### config.mk
export PLATFORM = sky130hd
export DESIGN_NAME = reg_file_mp_flat
export DESIGN_NICKNAME = d
export VERILOG_FILES = /design/src/rtl/reg_file_mp_if.sv /design/src/rtl/reg_file_mp.sv /design/src/flat_wrapper.sv
export SDC_FILE = /design/constraint.sdc
export NUM_CORES = 2
export LEC_CHECK = 0
export CAP_MARGIN = 0
export CORE_ASPECT_RATIO = 0.7
export CORE_MARGIN = 5
export CORE_UTILIZATION = 57
export CTS_CLUSTER_DIAMETER = 40
export CTS_CLUSTER_SIZE = 16
export DETAILED_ROUTE_END_ITERATION = 6
export GPL_ROUTABILITY_DRIVEN = 0
export PLACE_DENSITY = 0.82
export SLEW_MARGIN = 25
export SYNTH_ARGS = -nofsm -noshare
export SYNTH_HDL_FRONTEND = slang
export SYNTH_SLANG_ARGS = --single-unit
### constraint.sdc
create_clock -name clk -period 39.6 [get_ports clk]
set_clock_uncertainty 0.2 [all_clocks]
set_input_delay 7.92 -clock clk [delete_from_list [all_inputs] [get_ports clk]]
set_output_delay 7.92 -clock clk [all_outputs]
set_load 0.03 [all_outputs]
### src/rtl/reg_file_mp_if.sv
// Bus bundle for reg_file_mp: read ports, ALU/load write ports, load-issue
// scoreboard inputs and the registered outputs.
interface reg_file_mp_if #(
  parameter int XLEN   = 32,
  parameter int NREGS  = 32,
  parameter int ADDR_W = 5,
  parameter int NRD    = 2
);
  logic                   I_en;
  logic [NRD*ADDR_W-1:0]  I_rd_addr;
  logic [NRD*XLEN-1:0]    O_rd_data;
  logic [NRD-1:0]         O_rd_hazard;
  logic                   I_alu_we;
  logic [ADDR_W-1:0]      I_alu_waddr;
  logic [XLEN-1:0]        I_alu_wdata;
  logic                   I_ld_we;
  logic [ADDR_W-1:0]      I_ld_waddr;
  logic [XLEN-1:0]        I_ld_wdata;
  logic                   I_ld_issue;
  logic [ADDR_W-1:0]      I_ld_issue_addr;
  logic [NREGS-1:0]       O_busy;

  modport master (
    output I_en, I_rd_addr, I_alu_we, I_alu_waddr, I_alu_wdata,
           I_ld_we, I_ld_waddr, I_ld_wdata, I_ld_issue, I_ld_issue_addr,
    input  O_rd_data, O_rd_hazard, O_busy
  );

  modport slave (
    input  I_en, I_rd_addr, I_alu_we, I_alu_waddr, I_alu_wdata,
           I_ld_we, I_ld_waddr, I_ld_wdata, I_ld_issue, I_ld_issue_addr,
    output O_rd_data, O_rd_hazard, O_busy
  );
endinterface

### src/rtl/reg_file_mp.sv
// Multi-port register file with registered reads, load-over-ALU write priority,
// write-first bypass, optional hardwired x0 and a pending-load scoreboard.
module reg_file_mp #(
  parameter int XLEN       = 32,
  parameter int NREGS      = 32,
  parameter int ADDR_W     = 5,
  parameter int NRD        = 2,
  parameter bit RESET_INIT = 1'b1,
  parameter bit ZERO_REG   = 1'b1
) (
  input  logic             clk,
  input  logic             rst,
  reg_file_mp_if.slave     bus
);

  logic [XLEN-1:0]     r_regs [NREGS];
  logic [NRD*XLEN-1:0] r_rd_data;
  logic [NRD-1:0]      r_rd_hazard;
  logic [NREGS-1:0]    r_busy;

  logic [ADDR_W-1:0]   w_rd_addr [NRD];
  logic [NRD*XLEN-1:0] w_rd_data;
  logic [NRD-1:0]      w_rd_hazard;
  logic                w_alu_ok;
  logic                w_ld_ok;
  logic                w_issue_ok;

  // An address is writable when it names a real register that is not x0.
  function automatic logic addr_writable(input logic [ADDR_W-1:0] a);
    logic in_range;
    in_range = ({1'b0, a} < (ADDR_W+1)'(NREGS));
    if (ZERO_REG && (a == {ADDR_W{1'b0}})) begin
      return 1'b0;
    end else begin
      return in_range;
    end
  endfunction

  // Qualify each write/issue request against enable and address validity.
  always_comb begin
    w_alu_ok   = bus.I_en & bus.I_alu_we   & addr_writable(bus.I_alu_waddr);
    w_ld_ok    = bus.I_en & bus.I_ld_we    & addr_writable(bus.I_ld_waddr);
    w_issue_ok = bus.I_en & bus.I_ld_issue & addr_writable(bus.I_ld_issue_addr);
  end

  // Per-port next read data and hazard; load bypass outranks ALU bypass.
  always_comb begin
    w_rd_data   = {(NRD*XLEN){1'b0}};
    w_rd_hazard = {NRD{1'b0}};
    for (int p = 0; p < NRD; p++) begin
      w_rd_addr[p] = bus.I_rd_addr[p*ADDR_W +: ADDR_W];
      if (!addr_writable(w_rd_addr[p])) begin
        w_rd_data[p*XLEN +: XLEN] = {XLEN{1'b0}};
        w_rd_hazard[p]            = 1'b0;
      end else begin
        if (w_ld_ok && (bus.I_ld_waddr == w_rd_addr[p])) begin
          w_rd_data[p*XLEN +: XLEN] = bus.I_ld_wdata;
        end else if (w_alu_ok && (bus.I_alu_waddr == w_rd_addr[p])) begin
          w_rd_data[p*XLEN +: XLEN] = bus.I_alu_wdata;
        end else begin
          w_rd_data[p*XLEN +: XLEN] = r_regs[w_rd_addr[p]];
        end
        // Pre-edge busy state: a same-cycle issue does not hazard this read.
        w_rd_hazard[p] = r_busy[w_rd_addr[p]] &
                         ~(bus.I_ld_we & (bus.I_ld_waddr == w_rd_addr[p]));
      end
    end
  end

  // Register array: ALU write first so a same-address load write overrides it.
  always_ff @(posedge clk or posedge rst) begin
    if (rst) begin
      for (int i = 0; i < NREGS; i++) begin
        if (RESET_INIT) begin
          r_regs[i] <= XLEN'(i);
        end else begin
          r_regs[i] <= {XLEN{1'b0}};
        end
      end
    end else if (bus.I_en) begin
      if (w_alu_ok) begin
        r_regs[bus.I_alu_waddr] <= bus.I_alu_wdata;
      end
      if (w_ld_ok) begin
        r_regs[bus.I_ld_waddr] <= bus.I_ld_wdata;
      end
    end
  end

  // Scoreboard: writeback clears, then a same-address issue sets again.
  always_ff @(posedge clk or posedge rst) begin
    if (rst) begin
      r_busy <= {NREGS{1'b0}};
    end else if (bus.I_en) begin
      if (w_ld_ok) begin
        r_busy[bus.I_ld_waddr] <= 1'b0;
      end
      if (w_issue_ok) begin
        r_busy[bus.I_ld_issue_addr] <= 1'b1;
      end
    end
  end

  // Registered read outputs.
  always_ff @(posedge clk or posedge rst) begin
    if (rst) begin
      r_rd_data   <= {(NRD*XLEN){1'b0}};
      r_rd_hazard <= {NRD{1'b0}};
    end else if (bus.I_en) begin
      r_rd_data   <= w_rd_data;
      r_rd_hazard <= w_rd_hazard;
    end
  end

  assign bus.O_rd_data   = r_rd_data;
  assign bus.O_rd_hazard = r_rd_hazard;
  assign bus.O_busy      = r_busy;

endmodule

### src/flat_wrapper.sv
// flat-port wrapper written by rule: the top's interface ports become plain ports
module reg_file_mp_flat 
#(
  parameter int XLEN       = 32,
  parameter int NREGS      = 32,
  parameter int ADDR_W     = 5,
  parameter int NRD        = 2,
  parameter bit RESET_INIT = 1'b1,
  parameter bit ZERO_REG   = 1'b1
)
  (clk, rst, bus_I_en, bus_I_rd_addr, bus_I_alu_we, bus_I_alu_waddr, bus_I_alu_wdata, bus_I_ld_we, bus_I_ld_waddr, bus_I_ld_wdata, bus_I_ld_issue, bus_I_ld_issue_addr, bus_O_rd_data, bus_O_rd_hazard, bus_O_busy);
  reg_file_mp_if #(.XLEN(XLEN), .NREGS(NREGS), .ADDR_W(ADDR_W), .NRD(NRD)) bus_i ();
  input  logic clk;
  input  logic rst;
  input wire logic [$bits(bus_i.I_en)-1:0] bus_I_en;
  input wire logic [$bits(bus_i.I_rd_addr)-1:0] bus_I_rd_addr;
  input wire logic [$bits(bus_i.I_alu_we)-1:0] bus_I_alu_we;
  input wire logic [$bits(bus_i.I_alu_waddr)-1:0] bus_I_alu_waddr;
  input wire logic [$bits(bus_i.I_alu_wdata)-1:0] bus_I_alu_wdata;
  input wire logic [$bits(bus_i.I_ld_we)-1:0] bus_I_ld_we;
  input wire logic [$bits(bus_i.I_ld_waddr)-1:0] bus_I_ld_waddr;
  input wire logic [$bits(bus_i.I_ld_wdata)-1:0] bus_I_ld_wdata;
  input wire logic [$bits(bus_i.I_ld_issue)-1:0] bus_I_ld_issue;
  input wire logic [$bits(bus_i.I_ld_issue_addr)-1:0] bus_I_ld_issue_addr;
  output wire logic [$bits(bus_i.O_rd_data)-1:0] bus_O_rd_data;
  output wire logic [$bits(bus_i.O_rd_hazard)-1:0] bus_O_rd_hazard;
  output wire logic [$bits(bus_i.O_busy)-1:0] bus_O_busy;
  assign bus_i.I_en = bus_I_en;
  assign bus_i.I_rd_addr = bus_I_rd_addr;
  assign bus_i.I_alu_we = bus_I_alu_we;
  assign bus_i.I_alu_waddr = bus_I_alu_waddr;
  assign bus_i.I_alu_wdata = bus_I_alu_wdata;
  assign bus_i.I_ld_we = bus_I_ld_we;
  assign bus_i.I_ld_waddr = bus_I_ld_waddr;
  assign bus_i.I_ld_wdata = bus_I_ld_wdata;
  assign bus_i.I_ld_issue = bus_I_ld_issue;
  assign bus_i.I_ld_issue_addr = bus_I_ld_issue_addr;
  assign bus_O_rd_data = bus_i.O_rd_data;
  assign bus_O_rd_hazard = bus_i.O_rd_hazard;
  assign bus_O_busy = bus_i.O_busy;
  reg_file_mp #(.XLEN(XLEN), .NREGS(NREGS), .ADDR_W(ADDR_W), .NRD(NRD), .RESET_INIT(RESET_INIT), .ZERO_REG(ZERO_REG)) u_core (.clk(clk), .rst(rst), .bus(bus_i));
endmodule
==> impl_metrics.csv <==
group,metric,value,unit
cts,holdBufCountCts,0,
global_route,grt_max_degree,180,
cts,cts_buffers,120,
global_route,grt_pass1_vias,58890,
yosys,synthMuxAreaShare,0.3155,
min_path,whs_endpoint,"u_core.r_regs[1002]",
critical_path,crit_type,"input pin to async pin",
cts,cts_tree,"yes",
routing,routed_wl,267600,µm
yosys,ys_types,54,
routing,wl_per_cell,33.37,µm
routing,drc,71,
yosys,synth.avg_cell_area,10.24,µm²
yosys,syn_nets,6778,
cts,clk_latency,0.80,ns
global_route,grtUsageMet1,0.5176,
power_and_ir_drop,seqPwrFrac,0.439,
power_and_ir_drop,ir_drop,0.00004244,V
timing,period_share,0.3172,
timing,finalWorstSetupSlack,27.04,ns
yosys,synth_xor_area_frac,0.002561,
power_and_ir_drop,clkPwrFrac,0.327,
floorplan,die_h,299.8,µm
yosys,yosys.area.top_type_share,0.3812,
global_route,use_met3,0.2207,
timing,max_slew_margin,0.2274,
finish,ff_latch_area,28180,µm²
timing,period_needed,12.56,ns
floorplan,initial_core_util,0.5731,
cts,cts_max_path_buffers,3,
job,maxCapViolCount,0,
yosys,async_flop_share,1.000,
floorplan,rows,106,
yosys,synth_top_area_cell,"dfrtp_1",
global_route,grt_overflow_total,0,
outcome,failed_checks,"DRC",
finish,final_net_count,6431,
global_route,grt_first_pass_wirelength,391200,µm
yosys,ys_ff_latch,1122,
yosys,yosysWarnings,0,
floorplan,die_area,127200,µm²
timing,worstMarginPinSlew,1.159,ns
routing,first_pass_iters,7,
finish,syn2layout_area_growth,10.16,%
yosys,synth_simple_gate_area_frac,0.08172,
yosys,synth_compound_area_frac,0.1372,
cts,htreeDepth,3,
yosys,synth_top_family_by_area,"multiplexers",
critical_path,critPathLaunchType,"input pin",
cts,numClockSinks,1122,
placed_design,port_buffers,192,
floorplan,ioPinCount,193,
timing,fin_setup_tns,0,ns
power_and_ir_drop,swShare,0.3291,
min_path,holdCritStartpoint,"u_core.r_regs[1002]",
global_route,busiest_layer,"met2",
timing,rsz0062_at_grt,"no",
cts,postCtsSetupRepairBufs,0,
timing,fmax,79.61,MHz
critical_path,critPathCaptureType,"async pin",
routing,drt_iter0_drc,12630,
global_route,use_met2,0.5498,
critical_path,crit_required,40.22,ns
finish,drive_gt1_frac,0.1903,
finish,multiInputGateArea,37310,µm²
routing,viasPerCell,7.561,
cts,clk_pin_slew,0.07,ns
power_and_ir_drop,power.switching,1228,µW
placed_design,hpwl,150200,µm
power_and_ir_drop,p_leak,0.03184,µW
critical_path,r2r-start,"u_core.r_regs[71]",
yosys,synthCells,6683,
timing,setup_violations,0,
power_and_ir_drop,p_per_area,49.52,nW/µm²
placed_design,post-place-ws,25.76,ns
power_and_ir_drop,combinationalPowerShare,0.234,
yosys,synth_edf_count,0,
critical_path,reg2regPathDepth,5,
yosys,synthFlopType,"dfrtp_1",
global_route,antenna_found_initial,12,
cts,clockRootBuffer,"clkbuf_16",
finish,final_util,0.6313,
critical_path,path_max_fanout,118,
power_and_ir_drop,intPower,2503,µW
timing,hold_ws,0.2021,ns
routing,dr_total_vias,60650,
timing,final-hold-violation-count,0,
min_path,hp-class,"flip-flop to flip-flop",
critical_path,worst-r2r-setup-slack,36.92,ns
yosys,synth_fa_ha_area_frac,0,
floorplan,core,119400,µm²
yosys,synth_area_leaders,"dfrtp_1, mux2i_1, mux4_2",
min_path,holdPathStages,0,
yosys,ys_seq_area_frac,0.4119,
yosys,synth_area,68410,µm²
critical_path,r2r_end,"u_core.bus.O_rd_data[39]",
outcome,status,"finished with violations",
cts,cts_resized,0,
critical_path,arrival,13.18,ns
timing,slew_viol_final,0,
routing,antenna_left,0,
floorplan,fp.dieW,424.1,µm
finish,fillers,8894,
global_route,grt_usage,0.4100,
-- cell usage after synthesis (all sizes together) (63+ instances only) --
cell type and count:
a21oi 340, a22oi 63, buf 254, clkbuf 596
dfrtp 1042, dfstp 80, mux2 273, mux2i 1066
mux4 348, nand2 840, nor2 372, o21ai 780
o22ai 163
-- worst max-delay path: stages --
cell             delay, ns
clkdlybuf4s50_1       0.49
inv_8                 0.48
buf_4                 0.82
buf_4                 0.83
buf_4                 0.86
buf_4                 0.86
buf_6                 0.63
-- per-layer routing --
metal	vias to the layer above	wire, µm
met3	1659	50250
met1	29080	90120
met4	12	21190
li1	23640	-
met2	6260	105800
met5	-	241
-- through the flow --
step | area (µm²) | power, µW | instances
6_report | 75350 | 3732 | 8021
5_1_grt | 75330 | 3846 | 8013
4_1_cts | 75080 | 3679 | 8001
3_5_place_dp | 70860 | 2478 | 7771
3_3_place_gp | 70820 | 2421 | 7768
2_1_floorplan | 68410 | 2202 | 6683
-- sequential cells by signal, summed over array words and instances (netlist names) --
name                    cells
u_core.r_regs            1024
u_core.bus.O_rd_data       64
u_core.bus.O_busy          32
u_core.bus.O_rd_hazard      2
-- cell usage in the layout, fill, tap and decap left out, types with 14 or more instances in the layout --
cell type and count:
a22oi_1 63, a22o_1 54, mux2i_1 1066, o221ai_1 29, o22ai_1 163, xor2_1 15, nor2_4 38, mux4_2 348
a21oi_1 340, a211oi_1 26, and3_1 41, nor2_1 334, o21ai_0 736, a222oi_1 31, clkdlybuf4s50_1 174, nand3_1 39
dfstp_2 80, buf_4 172, nor2b_1 14, mux2_2 273, clkinvlp_4 16, o21ai_1 44, dfrtp_1 1042, inv_6 33
a221o_1 49, inv_1 25, nand2_1 822, clkbuf_16 122, a221oi_1 45
-- worst max-delay path by stage --
stage | endpoint | slack (ns) | from | cells past startpoint
3_3_place_gp | u_core.r_regs[718] | 25.77 | rst | 7
6_report | u_core.r_regs[75] | 27.04 | rst | 7
2_1_floorplan | u_core.bus.O_busy[0] | 0.02 | rst | 1
4_1_cts | u_core.r_regs[718] | 26.52 | rst | 7
5_1_grt | u_core.r_regs[847] | 26.29 | rst | 7
3_5_place_dp | u_core.r_regs[718] | 25.76 | rst | 7
-- power by group through the flow --
stage | Combinational [µW] | Sequential (µW) | Clock (µW)
after floorplan | 606 | 1600 | 0
after global placement | 808 | 1610 | 0
after detailed placement | 846 | 1630 | 0
after CTS | 851 | 1620 | 1210
after global routing | 933 | 1650 | 1260
final | 873 | 1640 | 1220
-- cells by family after synthesis --
kind of cell | count (synthesis)
simple gates | 1377
xor+xnor | 20
compound gates | 1600
buf+inv | 877
flops | 1122
mux | 1687
-- final cells by class --
type | count | area share
repair buffers | 381 | 0.04719
inverters | 27 | 0.001461
multi-input cells | 4684 | 0.4951
well taps | 1566 | 0.02600
diodes | 11 | 0.0003653
flip-flops and latches | 1122 | 0.3739
clock buffers | 134 | 0.04191
clock inverters | 96 | 0.01403
Note: power is estimated with default switching activity, not from simulation.
